`src/rtl/spi_ram_master.sv`:
```
// spi_ram_master: turns one-word host requests into the SPI wrapper's two-frame command sequences.
// Optional feature: define SPI_ADDR_CACHE_EN to skip address frames that repeat the cached address.
module spi_ram_master #(
  parameter int ADDR_SIZE  = 8,
  parameter int MISO_LAT   = 1,
  parameter int GAP_CYCLES = 1
) (
  input  logic                 clk,
  input  logic                 rst_n,
  input  logic                 req_valid,
  output logic                 req_ready,
  input  logic                 req_write,
  input  logic [ADDR_SIZE-1:0] req_addr,
  input  logic [ADDR_SIZE-1:0] req_wdata,
  output logic                 rsp_valid,
  output logic [ADDR_SIZE-1:0] rsp_rdata,
  output logic                 busy,
  output logic                 ss_n,
  output logic                 MOSI,
  input  logic                 MISO
);
  localparam int FW = ADDR_SIZE + 3;
  localparam int CW = $clog2(FW + 16);

  typedef enum logic [2:0] {IDLE, LOAD, SHIFT, TURN, CAPTURE, GAP} state_t;

  state_t               state_q, state_d;
  logic                 isWrite_q, isWrite_d;
  logic                 dataPhase_q, dataPhase_d;
  logic [ADDR_SIZE-1:0] addr_q, addr_d;
  logic [ADDR_SIZE-1:0] wdata_q, wdata_d;
  logic [ADDR_SIZE-2:0] rx_q, rx_d;
  logic [ADDR_SIZE-1:0] rspData_q, rspData_d;
  logic [FW-1:0]        shift_q, shift_d;
  logic [CW-1:0]        cnt_q, cnt_d;
  logic                 rspValid_q, rspValid_d;
  logic                 ssN_q, ssN_d;
  logic                 mosi_q, mosi_d;
  logic                 cacheHit;
  logic [1:0]           cmd;
  logic [ADDR_SIZE-1:0] payload;

  // cmd[1] selects read, cmd[0] selects the data frame; read-data frames carry a zero payload
  assign cmd     = {~isWrite_q, dataPhase_q};
  assign payload = dataPhase_q ? (isWrite_q ? wdata_q : '0) : addr_q;

`ifdef SPI_ADDR_CACHE_EN
  logic [ADDR_SIZE-1:0] wrCacheAddr_q, rdCacheAddr_q;
  logic                 wrCacheValid_q, rdCacheValid_q;
  logic                 addrFrameDone;

  assign addrFrameDone = (state_q == SHIFT) && (cnt_q == CW'(FW - 1)) && !dataPhase_q;
  assign cacheHit = req_write ? (wrCacheValid_q && (wrCacheAddr_q == req_addr))
                              : (rdCacheValid_q && (rdCacheAddr_q == req_addr));

  always_ff @(posedge clk or negedge rst_n) begin
    if (!rst_n) begin
      wrCacheAddr_q  <= '0;
      rdCacheAddr_q  <= '0;
      wrCacheValid_q <= 1'b0;
      rdCacheValid_q <= 1'b0;
    end else if (addrFrameDone) begin
      if (isWrite_q) begin
        wrCacheAddr_q  <= addr_q;
        wrCacheValid_q <= 1'b1;
      end else begin
        rdCacheAddr_q  <= addr_q;
        rdCacheValid_q <= 1'b1;
      end
    end
  end
`else
  assign cacheHit = 1'b0;
`endif

  always_comb begin
    state_d     = state_q;
    isWrite_d   = isWrite_q;
    dataPhase_d = dataPhase_q;
    addr_d      = addr_q;
    wdata_d     = wdata_q;
    rx_d        = rx_q;
    rspData_d   = rspData_q;
    shift_d     = shift_q;
    cnt_d       = cnt_q;
    rspValid_d  = 1'b0;
    ssN_d       = 1'b1;
    mosi_d      = 1'b0;
    case (state_q)
      IDLE: begin
        if (req_valid) begin
          isWrite_d   = req_write;
          addr_d      = req_addr;
          wdata_d     = req_wdata;
          dataPhase_d = cacheHit;
          state_d     = LOAD;
        end
      end
      LOAD: begin
        shift_d = {cmd[1], cmd, payload};
        cnt_d   = '0;
        state_d = SHIFT;
      end
      SHIFT: begin
        ssN_d   = 1'b0;
        mosi_d  = shift_q[FW-1];
        shift_d = {shift_q[FW-2:0], 1'b0};
        cnt_d   = cnt_q + 1'b1;
        if (cnt_q == CW'(FW - 1)) begin
          cnt_d   = '0;
          state_d = (!isWrite_q && dataPhase_q) ? TURN : GAP;
        end
      end
      TURN: begin
        ssN_d = 1'b0;
        cnt_d = cnt_q + 1'b1;
        if (cnt_q == CW'(MISO_LAT - 1)) begin
          cnt_d   = '0;
          state_d = CAPTURE;
        end
      end
      CAPTURE: begin
        ssN_d = 1'b0;
        rx_d  = {rx_q[ADDR_SIZE-3:0], MISO};
        cnt_d = cnt_q + 1'b1;
        if (cnt_q == CW'(ADDR_SIZE - 1)) begin
          rspData_d  = {rx_q, MISO};
          rspValid_d = 1'b1;
          cnt_d      = '0;
          state_d    = GAP;
        end
      end
      GAP: begin
        cnt_d = cnt_q + 1'b1;
        if (cnt_q == CW'(GAP_CYCLES - 1)) begin
          cnt_d = '0;
          if (!dataPhase_q) begin
            dataPhase_d = 1'b1;
            state_d     = LOAD;
          end else begin
            state_d = IDLE;
          end
        end
      end
      default: state_d = IDLE;
    endcase
  end

  // ss_n and MOSI are registered, so they trail the state by one cycle
  always_ff @(posedge clk or negedge rst_n) begin
    if (!rst_n) begin
      state_q     <= IDLE;
      isWrite_q   <= 1'b0;
      dataPhase_q <= 1'b0;
      addr_q      <= '0;
      wdata_q     <= '0;
      rx_q        <= '0;
      rspData_q   <= '0;
      shift_q     <= '0;
      cnt_q       <= '0;
      rspValid_q  <= 1'b0;
      ssN_q       <= 1'b1;
      mosi_q      <= 1'b0;
    end else begin
      state_q     <= state_d;
      isWrite_q   <= isWrite_d;
      dataPhase_q <= dataPhase_d;
      addr_q      <= addr_d;
      wdata_q     <= wdata_d;
      rx_q        <= rx_d;
      rspData_q   <= rspData_d;
      shift_q     <= shift_d;
      cnt_q       <= cnt_d;
      rspValid_q  <= rspValid_d;
      ssN_q       <= ssN_d;
      mosi_q      <= mosi_d;
    end
  end

  assign req_ready = (state_q == IDLE);
  assign busy      = (state_q != IDLE);
  assign ss_n      = ssN_q;
  assign MOSI      = mosi_q;
  assign rsp_valid = rspValid_q;
  assign rsp_rdata = rspData_q;

endmodule
```
`config.mk`:
```
export PLATFORM = sky130hd
export DESIGN_NAME = spi_ram_master
export DESIGN_NICKNAME = d
export VERILOG_FILES = /design/src/rtl/spi_ram_master.sv
export SDC_FILE = /design/constraint.sdc
export NUM_CORES = 1
export LEC_CHECK = 0
export CAP_MARGIN = 20
export CELL_PAD_IN_SITES_DETAIL_PLACEMENT = 1
export CELL_PAD_IN_SITES_GLOBAL_PLACEMENT = 2
export CORE_MARGIN = 4
export CORE_UTILIZATION = 34
export CTS_BUF_LIST = sky130_fd_sc_hd__clkbuf_4 sky130_fd_sc_hd__clkbuf_8
export CTS_CLUSTER_DIAMETER = 40
export DETAILED_ROUTE_END_ITERATION = 8
export PLACE_DENSITY = 0.89
export SETUP_SLACK_MARGIN = 0.05
export SYNTH_ARGS = -nofsm -noshare
export SYNTH_HDL_FRONTEND = slang
export SYNTH_SLANG_ARGS = --single-unit
export TNS_END_PERCENT = 1
```
`constraint.sdc`:
```
create_clock -name clk -period 1.4 [get_ports clk]
set_input_delay 0.28 -clock clk [delete_from_list [all_inputs] [get_ports clk]]
set_output_delay 0.28 -clock clk [all_outputs]
set_load 0.05 [all_outputs]
```
# Word-level counts from Yosys, hierarchy flattened
# Cells that the tools add are included.
[word_totals]
register_bits = 55
inputBits = 21
out_inout_bits = 13
wordCells = 62
[classes]
add_sub_neg = 1
eq_ne = 12
muxes = 22
n_bitwise = 1
n_reduce_logical = 14
[op_table]
columns = ["operator", "count"]
rows = [
  ["$pmux W11 S2", 1],
  ["$pmux W5 S4", 1],
  ["$mux W3", 6],
  ["$pmux W3 S6", 1],
  ["$mux W8", 2],
  ["$mux W5", 3],
  ["$ne A2 B2 Y1 const B", 5],
  ["$mux W1", 7],
  ["$eq A3 B2 Y1 const B", 2],
  ["$eq A3 B3 Y1 const B", 2],
  ["$add A5 B1 Y5 const B", 1],
  ["$eq A5 B3 Y1 const B", 1],
  ["$eq A5 B4 Y1 const B", 1],
  ["$logic_not A5 Y1", 1],
  ["$reduce_and A5 Y1", 1],
  ["$reduce_and A2 Y1", 2],
  ["$reduce_bool A2 Y1", 2],
  ["$reduce_bool A4 Y1", 1],
  ["$eq A3 B1 Y1 const B", 1],
  ["$logic_not A3 Y1", 1],
  ["$reduce_and A3 Y1", 1],
  ["$reduce_bool A3 Y1", 1],
  ["$reduce_or A3 Y1", 1],
  ["$pmux W1 S2", 1],
  ["4 further kinds", 4],
]

# Depth between registers and ports, before layout
[depth]
word_depth = 5
mapped_depth = 7
depth_no_buf = 7

# Least setup slack after synthesis
# Ideal clock, no wire load.
[synth_path]
path_type = "reg-to-reg"
startpoint = "register state_q[0]"
endpoint = "register addr_q[0]"
setup_ns = 0.127
arrival_ns = 1.975
t_required_ns = 1.273
slack_ns = -0.703
path_stages_with_launch = 7
n_path_buf = 2
synth_period_minus_slack_ns = 2.103
cell_sequence = "dfrtp_1 -> buf_4 -> nor3_4 -> inv_2 -> nor2_8 -> buf_6 -> mux2_1"
[synth_between]
elab_chain_cells = 2
[synth_lines]
columns = ["element", "line_no", "text"]
rows = [
  ["from (decl)", "27", "state_t state_q, state_d;"],
  ["from (signal assigned)", "165", "state_q <= state_d;"],
  ["$logic_not A3 Y1", "n/a", ""],
  ["named net req_ready", "11", "output logic req_ready,"],
  ["$reduce_and A2 Y1 (no line)", "n/a", ""],
  ["to (signal assigned)", "168", "addr_q <= addr_d;"],
  ["to (decl)", "30", "logic [ADDR_SIZE-1:0] addr_q, addr_d;"],
]
# The timed path passes the listed nets, and every way through them passes these cells.
# A chain may end at the register's enable or synchronous reset.

# Final worst setup path
[layout_path]
startpoint = "register state_q[2]"
endpoint = "output port busy"
[layout_between]
elab_chain_cells = 1
[layout_lines]
columns = ["element", "line_no", "text"]
rows = [
  ["$reduce_bool A3 Y1", "181", "assign busy = (state_q != IDLE);"],
  ["to (decl)", "17", "output logic busy,"],
]
# No other way between the ends.

==> flow_summary.ini <==
[outcome]
status = complete, but fails checks
violations = setup timing

[synth]
synthCells = 261
ys_types = 43
avgSynthCellArea_sq_um = 10.79
synth_async_sr_flop_share = 1.000
ys_ff_latch = 55
synth_area_sq_um = 2815
yosys_most_used_dff = dfrtp_1
ys_warn_count = 0
synth-seq-area-share = 0.4893
synth_edf_count = 0
syn_nets = 285

[sta]
worst_clock_skew_ns = 0.008327
slew-limit-headroom = 0.7368
post-route-worst-setup-slack_ns = -0.2256
finalCritPeriodShare = 1.161
finalSetupViolations = 53
rsz0062_at_grt = yes
finalHoldViolations = 0
clock.fmax_ghz = 0.6152
worstMarginPinSlew_ns = 0.3949
slew_viol_final = 0
min_period_ns = 1.626

[drt]
wl_per_cell_microns = 20.77
wl_microns = 8847
drcViolationCount = 0
viasPerCell = 5.554
drtPass1Iterations = 5
vias = 2366
drt_iter0_drc = 148
postRouteAntennaNets = 0

[worst_setup_path]
cp.arrival_ns = 1.35
crit_buf_inv = 3
critical_path_required_ns = 1.12
start_kind = flip-flop
cpPeakStageDelay_ns = 0.45
critPathMaxFanout = 2
cp_top_family = flip-flops
critPathCaptureType = primary output
reg2reg_setup_slack_ns = -0.18
cp_cell_sequence = nor3_4, inv_4, buf_6, buf_12
cp_slowest_cell = dfrtp_2
worstSetupPathType = reg -> out

[clock_network]
clockBufferDepth = 2
clk_pin_slew_ns = 0.09
numCtsBuffers = 5
clk_latency_ns = 0.31
clock-root-buffer = clkbuf_8
htreeDepth = 2
clock-sinks = 55
cts_tree = done

[grt]
antenna_found_initial = 0
grt_usage = 0.1749
grt_start_max_net_pins = 43
overflow = 0
grt_pass1_wl_microns = 13740
grt_pass1_vias = 2514

[floorplanning]
fp-row-count = 32
boundaryPins = 34
fp.dieH_microns = 99.00
dieArea_sq_um = 9800
die_w_microns = 99.00
initial_core_util = 0.3569
core_sq_um = 7888

[layout]
nets = 347
diodes = 0
final_common_cell = dfrtp_1
areaGrowthSynthToFinish_pct = 44.67
filler_cell_count = 801
drive_gt1_frac = 0.4444
stdcell_area_sq_um = 4073
stdcell_count = 426
final_cell_mix = dfrtp_1, buf_4, nor2_1, clkdlybuf4s50_1

[place]
place_inst = 410
portBuffers = 33
place_congestion = 0.8277
hpwl_microns = 5290
post_dp_cell_area_sq_um = 3540

[power_and_ir_drop]
p_per_area_nw_per_um2 = 2158
ir_drop_v = 0.0008788
leakagePower_uw = 0.001778

[run]
maxCapViolCount = 0

[min_path]
hold_class = reg -> reg
==> worst register-to-register path: stages, from the launching register on <==
cell and delay [ns]:
dfrtp_2 0.45, nor3_4 0.25, inv_4 0.07, buf_12 0.13, nor2_8 0.09, buf_12 0.17
mux2_4 0.32
==> per-stage QoR <==
stage / utilization / setup TNS [ns] / setup WS, ns / power (uW) / hold WS, ns
after global placement: 0.4488 / -6.288 / -0.2122 / 6232 / 0.3059
after global routing: 0.5163 / -9.184 / -0.2610 / 9317 / 0.5569
after floorplan: - / -10.80 / -0.6458 / 5101 / -0.01559
after detailed placement: 0.4488 / -9.297 / -0.2980 / 6453 / 0.3155
final: 0.5163 / -6.435 / -0.2256 / 8789 / 0.5250
after CTS: 0.5000 / -4.333 / -0.1969 / 8222 / 0.5172
==> final cells by class <==
cell class | instances | area, sq um | area share
clock buffers | 7 | 90.09 | 0.02212
clock inverters | 1 | 8.758 | 0.002151
well taps | 102 | 127.6 | 0.03134
inverters | 11 | 46.29 | 0.01137
multi-input cells | 176 | 1565 | 0.3843
flip-flops and latches | 55 | 1381 | 0.3392
repair buffers | 74 | 853.3 | 0.2095
==> final timing paths <==
check                           start         to  cells past startpoint
min reg2reg                   rx_q[6]    rx_q[6]                      1
max reg2reg                state_q[2]  isWrite_q                      6
min                           rx_q[6]    rx_q[6]                      1
max in group asynchronous       rst_n       ss_n                      3
min in group asynchronous       rst_n  isWrite_q                      3
max                        state_q[2]       busy                      4
==> cells in the mapped netlist, types with 3 or more instances <==
cell | instances | area, sq um
dfrtp_1 | 54 | 1351
nor2_1 | 25 | 93.84
a21oi_1 | 24 | 120.1
mux2_2 | 22 | 247.7
nand2_1 | 17 | 63.81
mux2_1 | 10 | 112.6
buf_2 | 9 | 45.04
inv_1 | 9 | 33.78
o21ai_0 | 9 | 45.04
a221oi_1 | 8 | 70.07
o211ai_1 | 7 | 52.55
o221a_2 | 7 | 78.83
clkbuf_1 | 6 | 22.52
nor3_1 | 5 | 25.02
and3b_1 | 4 | 35.03
o22ai_1 | 4 | 25.02
a211oi_1 | 3 | 22.52
buf_6 | 3 | 33.78
ha_1 | 3 | 37.54
o21a_1 | 3 | 22.52
==> metal layers <==
metal	vias up	share of wire	routed length, microns	track usage
li1	1079	-	-	-
met1	1223	0.42	3700	0.2369
met2	52	0.53	4645	0.2955
met3	12	0.038	334	0.02335
met4	0	0.019	166	0.04307
met5	-	0	0	0
==> flip-flops by register name, summed over array words and instances (netlist names) <==
| register | count |
|---|---|
| MOSI | 1 |
| addr_q | 8 |
| rsp_rdata | 8 |
| dataPhase_q | 1 |
| rsp_valid | 1 |
| rx_q | 7 |
| state_q | 3 |
| shift_q | 11 |
| wdata_q | 8 |
| cnt_q | 5 |
| ss_n | 1 |
| isWrite_q | 1 |
==> timing repair <==
action,CTS,global route
hold buffers,1,0
buffers inserted,7,0
gates resized for setup,56,30
setup endpoints to repair,54,54
cloned,0,0
hold endpoints to repair,54,0
pin swaps,11,7
==> report_power, final <==
group          internal, uW  switching [uW]  leakage (uW)
clock                   426             518     0.0000519
sequential             2200             633      0.000683
combinational          2580            2440       0.00104
==> kinds of logic (layout without fill, tap and decap cells) <==
group / count (synthesis) / count (layout) / share of synthesized area
AOI/OAI and AO/OA: 73 / 73 / 0.1769
muxes: 33 / 33 / 0.1316
adders and majority gates: 3 / 3 / 0.01333
DFF: 55 / 55 / 0.4893
buffers and inverters: 30 / 93 / 0.05333
and+or+nand+nor: 67 / 67 / 0.1356
Note: power is estimated with default switching activity, not from simulation.
